**config.mk**
```make
export PLATFORM = sky130hd
export DESIGN_NAME = shift_add_mult_ctrl_flat
export DESIGN_NICKNAME = d
export VERILOG_FILES = /design/src/rtl/shift_add_mult_ctrl_if.sv /design/src/rtl/shift_add_mult_ctrl.sv /design/src/flat_wrapper.sv
export SDC_FILE = /design/constraint.sdc
export NUM_CORES = 1
export LEC_CHECK = 0
export ABC_AREA = 1
export BUFFER_PORTS_ARGS = -buffer_cell sky130_fd_sc_hd__buf_4
export CORE_MARGIN = 8
export CORE_UTILIZATION = 50
export CTS_CLUSTER_DIAMETER = 60
export DETAILED_ROUTE_END_ITERATION = 8
export PLACE_DENSITY = 0.78
export SYNTH_ARGS = -nofsm -noshare
export SYNTH_HDL_FRONTEND = slang
export SYNTH_SLANG_ARGS = --single-unit
```
**constraint.sdc**
```tcl
create_clock -name clk -period 1.7 [get_ports clk]
set_input_delay 0.17 -clock clk [delete_from_list [all_inputs] [get_ports clk]]
set_output_delay 0.17 -clock clk [all_outputs]
set_load 0.01 [all_outputs]
```
**src/rtl/shift_add_mult_ctrl_if.sv**
```systemverilog
// Bundle of the front-end (operands/start/result) and external-adder
// signals of the shift-and-add multiplier controller.
//   master : the surroundings (switches/buttons, display, ripple adder)
//   slave  : the controller itself
interface shift_add_mult_ctrl_if #(
  parameter int WIDTH = 4
);
  logic                 start;
  logic [WIDTH-1:0]     mcand;
  logic [WIDTH-1:0]     mplier;
  logic                 busy;
  logic                 done;
  logic [2*WIDTH-1:0]   product;
  logic [WIDTH-1:0]     add_a;
  logic [WIDTH-1:0]     add_b;
  logic                 add_cin;
  logic [WIDTH-1:0]     add_sum;
  logic                 add_cout;

  modport master (
    output start, mcand, mplier, add_sum, add_cout,
    input  busy, done, product, add_a, add_b, add_cin
  );

  modport slave (
    input  start, mcand, mplier, add_sum, add_cout,
    output busy, done, product, add_a, add_b, add_cin
  );
endinterface

```
**src/rtl/shift_add_mult_ctrl.sv**
```systemverilog
// Shift-and-add WIDTH x WIDTH unsigned multiplier controller.
// Drives an external ripple-carry adder one partial product at a time and
// holds its operands for SETTLE cycles before sampling sum/carry.
// Optional macro MULT_ZERO_SKIP_EN: bits with Q[0]=0 bypass the ADD state,
// giving a data-dependent latency.
module shift_add_mult_ctrl #(
  parameter int WIDTH  = 4,
  parameter int SETTLE = 8
) (
  input  logic                   clk,
  input  logic                   rst,
  shift_add_mult_ctrl_if.slave   bus
);

  typedef enum logic [2:0] {
    S_IDLE,
    S_TEST,
    S_ADD,
    S_SHIFT,
    S_DONE
  } state_e;

  localparam int BW = (WIDTH  > 1) ? $clog2(WIDTH)  : 1;
  localparam int SW = (SETTLE > 1) ? $clog2(SETTLE) : 1;
  localparam logic [BW-1:0] BIT_LAST = BW'(WIDTH - 1);
  localparam logic [SW-1:0] SET_LAST = SW'(SETTLE - 1);

  state_e               state_q;
  logic [WIDTH-1:0]     m_q;        // multiplicand
  logic [WIDTH-1:0]     a_q;        // accumulator (high product half)
  logic [WIDTH-1:0]     q_q;        // multiplier, becomes low product half
  logic                 c_q;        // carry out of the last add
  logic [BW-1:0]        bit_cnt_q;
  logic [SW-1:0]        set_cnt_q;
  logic [2*WIDTH-1:0]   product_q;
  logic                 busy_q;
  logic                 done_q;
  logic [WIDTH-1:0]     add_a_q;
  logic [WIDTH-1:0]     add_b_q;

  // Control FSM with datapath and registered outputs; adder operands are
  // loaded on entry to ADD and cleared on exit, so they come from flops only.
  // NOTE: every register here uses <= so all updates see pre-edge values;
  // the shift below relies on reading the old a_q/c_q/q_q together.
  always_ff @(posedge clk or posedge rst) begin
    if (rst) begin
      state_q   <= S_IDLE;
      m_q       <= '0;
      a_q       <= '0;
      q_q       <= '0;
      c_q       <= 1'b0;
      bit_cnt_q <= '0;
      set_cnt_q <= '0;
      product_q <= '0;
      busy_q    <= 1'b0;
      done_q    <= 1'b0;
      add_a_q   <= '0;
      add_b_q   <= '0;
    end else begin
      case (state_q)
        S_IDLE: begin
          if (bus.start) begin
            m_q       <= bus.mcand;
            q_q       <= bus.mplier;
            a_q       <= '0;
            c_q       <= 1'b0;
            bit_cnt_q <= '0;
            busy_q    <= 1'b1;
            state_q   <= S_TEST;
          end
        end

        S_TEST: begin
          set_cnt_q <= '0;
`ifdef MULT_ZERO_SKIP_EN
          if (!q_q[0]) begin
            state_q <= S_SHIFT;
          end else begin
            add_a_q <= a_q;
            add_b_q <= m_q;
            state_q <= S_ADD;
          end
`else
          add_a_q <= a_q;
          add_b_q <= q_q[0] ? m_q : '0;
          state_q <= S_ADD;
`endif
        end

        S_ADD: begin
          if (set_cnt_q == SET_LAST) begin
            {c_q, a_q} <= {bus.add_cout, bus.add_sum};
            add_a_q    <= '0;
            add_b_q    <= '0;
            state_q    <= S_SHIFT;
          end else begin
            set_cnt_q  <= set_cnt_q + 1'b1;
          end
        end

        S_SHIFT: begin
          c_q <= 1'b0;
          a_q <= {c_q, a_q[WIDTH-1:1]};
          q_q <= {a_q[0], q_q[WIDTH-1:1]};
          if (bit_cnt_q == BIT_LAST) begin
            // Capture the shifted {A,Q} now so product is valid during DONE.
            product_q <= {c_q, a_q, q_q[WIDTH-1:1]};
            done_q    <= 1'b1;
            state_q   <= S_DONE;
          end else begin
            bit_cnt_q <= bit_cnt_q + 1'b1;
            state_q   <= S_TEST;
          end
        end

        S_DONE: begin
          done_q  <= 1'b0;
          busy_q  <= 1'b0;
          state_q <= S_IDLE;
        end

        default: state_q <= S_IDLE;
      endcase
    end
  end

  assign bus.busy    = busy_q;
  assign bus.done    = done_q;
  assign bus.product = product_q;
  assign bus.add_a   = add_a_q;
  assign bus.add_b   = add_b_q;
  assign bus.add_cin = 1'b0;

endmodule

```
**src/flat_wrapper.sv**
```systemverilog
// flat-port wrapper written by rule: the top's interface ports become plain ports
module shift_add_mult_ctrl_flat 
#(
  parameter int WIDTH  = 4,
  parameter int SETTLE = 8
)
  (clk, rst, bus_start, bus_mcand, bus_mplier, bus_add_sum, bus_add_cout, bus_busy, bus_done, bus_product, bus_add_a, bus_add_b, bus_add_cin);
  shift_add_mult_ctrl_if #(.WIDTH(WIDTH)) bus_i ();
  input  logic clk;
  input  logic rst;
  input wire logic [$bits(bus_i.start)-1:0] bus_start;
  input wire logic [$bits(bus_i.mcand)-1:0] bus_mcand;
  input wire logic [$bits(bus_i.mplier)-1:0] bus_mplier;
  input wire logic [$bits(bus_i.add_sum)-1:0] bus_add_sum;
  input wire logic [$bits(bus_i.add_cout)-1:0] bus_add_cout;
  output wire logic [$bits(bus_i.busy)-1:0] bus_busy;
  output wire logic [$bits(bus_i.done)-1:0] bus_done;
  output wire logic [$bits(bus_i.product)-1:0] bus_product;
  output wire logic [$bits(bus_i.add_a)-1:0] bus_add_a;
  output wire logic [$bits(bus_i.add_b)-1:0] bus_add_b;
  output wire logic [$bits(bus_i.add_cin)-1:0] bus_add_cin;
  assign bus_i.start = bus_start;
  assign bus_i.mcand = bus_mcand;
  assign bus_i.mplier = bus_mplier;
  assign bus_i.add_sum = bus_add_sum;
  assign bus_i.add_cout = bus_add_cout;
  assign bus_busy = bus_i.busy;
  assign bus_done = bus_i.done;
  assign bus_product = bus_i.product;
  assign bus_add_a = bus_i.add_a;
  assign bus_add_b = bus_i.add_b;
  assign bus_add_cin = bus_i.add_cin;
  shift_add_mult_ctrl #(.WIDTH(WIDTH), .SETTLE(SETTLE)) u_core (.clk(clk), .rst(rst), .bus(bus_i));
endmodule
```
==> run_results.csv <==
group,metric,value,unit
job,maxCapViolCount,0,
setup_path,critical_path_buf_inv_count,0,
route,dr.pass1.iters,4,
cts,clock_path_buffers,2,
sta,fmax,686,MHz
pwr,p_switching,1.32,mW
layout,num-nets-final,262,
pwr,pwr-share-seq,0.459,
setup_path,cp_top_family,"simple AND/OR/NAND/NOR gates",
cts,cts_tree,"yes",
cts,clk_pin_slew,0.12,ns
setup_path,cp-startpoint,"u_core.state_q[0]",
setup_path,crit_slowest_cell,"dfrtp_1",
setup_path,crit_chain,"nor2_2, nand3b_2, nand3_2, nand2_1, nand2_1",
pwr,pwr-share-comb,0.403,
pwr,peakVddDrop,0.967,mV
layout,drive_gt1_frac,0.234,
route,final_antenna_net_count,0,
layout,fin_cells,290,
place,port-buffer-count,33,
global_routing,overflow,0,
floorplanning,dieArea,5680,µm²
floorplanning,ios,35,
place,placedCellCount,281,
sta,setup_tns,0,ns
sta,hold_viol_final,0,
global_routing,antenna_found_initial,0,
route,vias,1421,
hold_path,hp-start,"bus_mcand[2]",
synth,avgSynthCellArea,8.59,µm²
floorplanning,die_w,75.4,µm
cts,insertion_delay,0.34,ns
layout,area_growth,20.0,%
setup_path,startpoint_type,"register",
global_routing,grt_usage,0.138,
synth,yosysSeqAreaShare,0.554,
global_routing,first_global_vias,1346,
synth,syn-num-nets,224,
status,outcome,"finished, final reports clean",
pwr,intPower,1.86,mW
synth,netlist_instances,205,
floorplanning,start_util,0.524,
setup_path,slowest_delay,0.54,ns
layout,design_area,2110,µm²
route,routed_wl,3480,µm
cts,cts_num_sinks,39,
sta,rsz0062_at_grt,"false",
place,dp.final_hpwl,2550,µm
synth,syn_area,1760,µm²
synth,ys_types,22,
cts,cts.htree.levels,2,
setup_path,regToRegStartpoint,"u_core.state_q[0]",
floorplanning,core_area,3360,µm²
setup_path,worstPathArrival,1.74,ns
hold_path,worstHoldPathType,"input pin to register",
synth,ys_ff_latch,39,
route,drc,0,
setup_path,critPathRequiredTime,1.98,ns
sta,period_share,0.858,
cts,cts_made_buffers,5,
setup_path,worst-path-max-fanout,11,
layout,layout_common_cells,"79 x nand2_1, 39 x dfrtp_1, 34 x buf_4, 19 x o21ai_0, 17 x inv_1",
pwr,p_leak,1.19,nW
place,gp_congestion,0.863,
layout,diodes,0,
cts,root_buffer,"clkbuf_4",
setup_path,endpoint_kind,"register",
sta,final-max-slew-violation-count,0,
global_routing,grt_max_degree,40,
sta,period_needed,1.46,ns
synth,yosys_warnings,0,
setup_path,crit_top_cell,"nand2_1",
pwr,clockPowerShare,0.138,
place,post_dp_cell_area,2040,µm²
pwr,p_per_area,1510,nW/µm²
pwr,switching_share,0.415,
setup_path,crit_cells,5,
route,routedWlPerCell,12.0,µm
setup_path,ff2ff_path_depth,5,
hold_path,whs_path_depth,3,
sta,setup_viol,0,
sta,finalClockSkew,0.0128,ns
setup_path,critPathKind,"register to register",
floorplanning,die_h,75.4,µm
route,viasPerCell,4.90,
route,drtIter0Drc,94,
layout,final_common_cell,"nand2_1",
global_routing,grt_pass1_wl,5900,µm
floorplanning,rows,21,
## path summary, 6_finish.rpt
kind | end | slack [ns]
min in group asynchronous | u_core.bus.add_b[0] | 0.49
setup reg to reg | u_core.a_q[1] | 0.24
hold / removal | u_core.m_q[2] | 0.07
hold reg to reg | u_core.bus.add_a[3] | 0.48
setup / recovery | u_core.a_q[1] | 0.24
max in group asynchronous | u_core.a_q[3] | 0.86
## cell type report
type / count / area [µm²]
inverters: 20 / 75.1
clock buffers: 5 / 37.5
repair buffers: 35 / 265
fillers: 314 / 1250
clock inverters: 3 / 15.0
well taps: 46 / 57.6
flip-flops and latches: 39 / 976
multi-input cells: 142 / 687
## logic make-up after synthesis
group | after synthesis | share of synthesized area
AO/OA/AOI/OAI | 23 | 0.0746
adder cells (fa/ha/maj) | 3 | 0.0213
buffers and inverters | 24 | 0.0604
flip-flops | 39 | 0.554
other | 1 | 0.00213
AND/OR/NAND/NOR | 115 | 0.288
## metrics by stage
stage	util	total power, mW	setup WS [ns]	hold WS (ns)
after floorplan	-	2.34	0.465	0.313
after global placement	0.608	2.70	0.253	0.317
after detailed placement	0.608	2.75	0.188	0.320
after CTS	0.626	3.21	0.182	0.0516
after global routing	0.628	3.49	0.0807	0.0562
final	0.628	3.18	0.242	0.0689
## tightest hold or removal path, delay by kind of cell
kind | cells | cell delay [ns]
AOI/OAI and AO/OA | 1 | 0.07
buffers and inverters | 2 | 0.15
## cells in the mapped netlist
cell      instances  area share
nand2_1          80        0.17
dfrtp_1          39        0.55
o21ai_0          19       0.054
inv_1            17       0.036
nand3_1          16       0.045
nor2_1            8       0.017
ha_1              3       0.021
inv_2             3      0.0064
nand4_1           3       0.011
o21ai_2           3       0.015
buf_4             2      0.0085
nand3_2           2       0.011
buf_2             1      0.0028
buf_6             1      0.0064
conb_1            1      0.0021
nand2_2           1      0.0036
nand3_4           1      0.0099
nand3b_2          1      0.0064
nor2_2            1      0.0036
nor2_4            1      0.0064
nor3_1            1      0.0028
o211a_1           1      0.0057
## registers in the layout, summed over array words and instances, names as in the netlist
register,count
u_core.bus.busy,1
u_core.bus.add_b,4
u_core.q_q,4
u_core.set_cnt_q,3
u_core.a_q,4
u_core.bus.done,1
u_core.bit_cnt_q,2
u_core.bus.product,8
u_core.state_q,3
u_core.bus.add_a,4
u_core.m_q,4
u_core.c_q,1
## power groups by stage
stage / Clock, mW / Combinational, mW / Sequential, mW
after floorplan: 0 / 0.894 / 1.45
after global placement: 0 / 1.24 / 1.46
after detailed placement: 0 / 1.28 / 1.47
after CTS: 0.464 / 1.29 / 1.46
after global routing: 0.496 / 1.49 / 1.51
final: 0.439 / 1.28 / 1.46
## layer usage
layer  vias to the layer above  wire, µm  global-route usage
met5                         -         0                   0
met4                         0        83              0.0725
met3                        11       226              0.0434
met2                        32      1590               0.216
met1                       654      1580               0.167
li1                        724         -                   -
## timing repair
item	in CTS	in global routing
hold buffers	1	0
endpoints found under the setup margin	0	4
buffers inserted	0	0
gates resized for setup	0	2
endpoints found under the hold margin	39	0
Note: power is estimated with default switching activity, not from simulation.
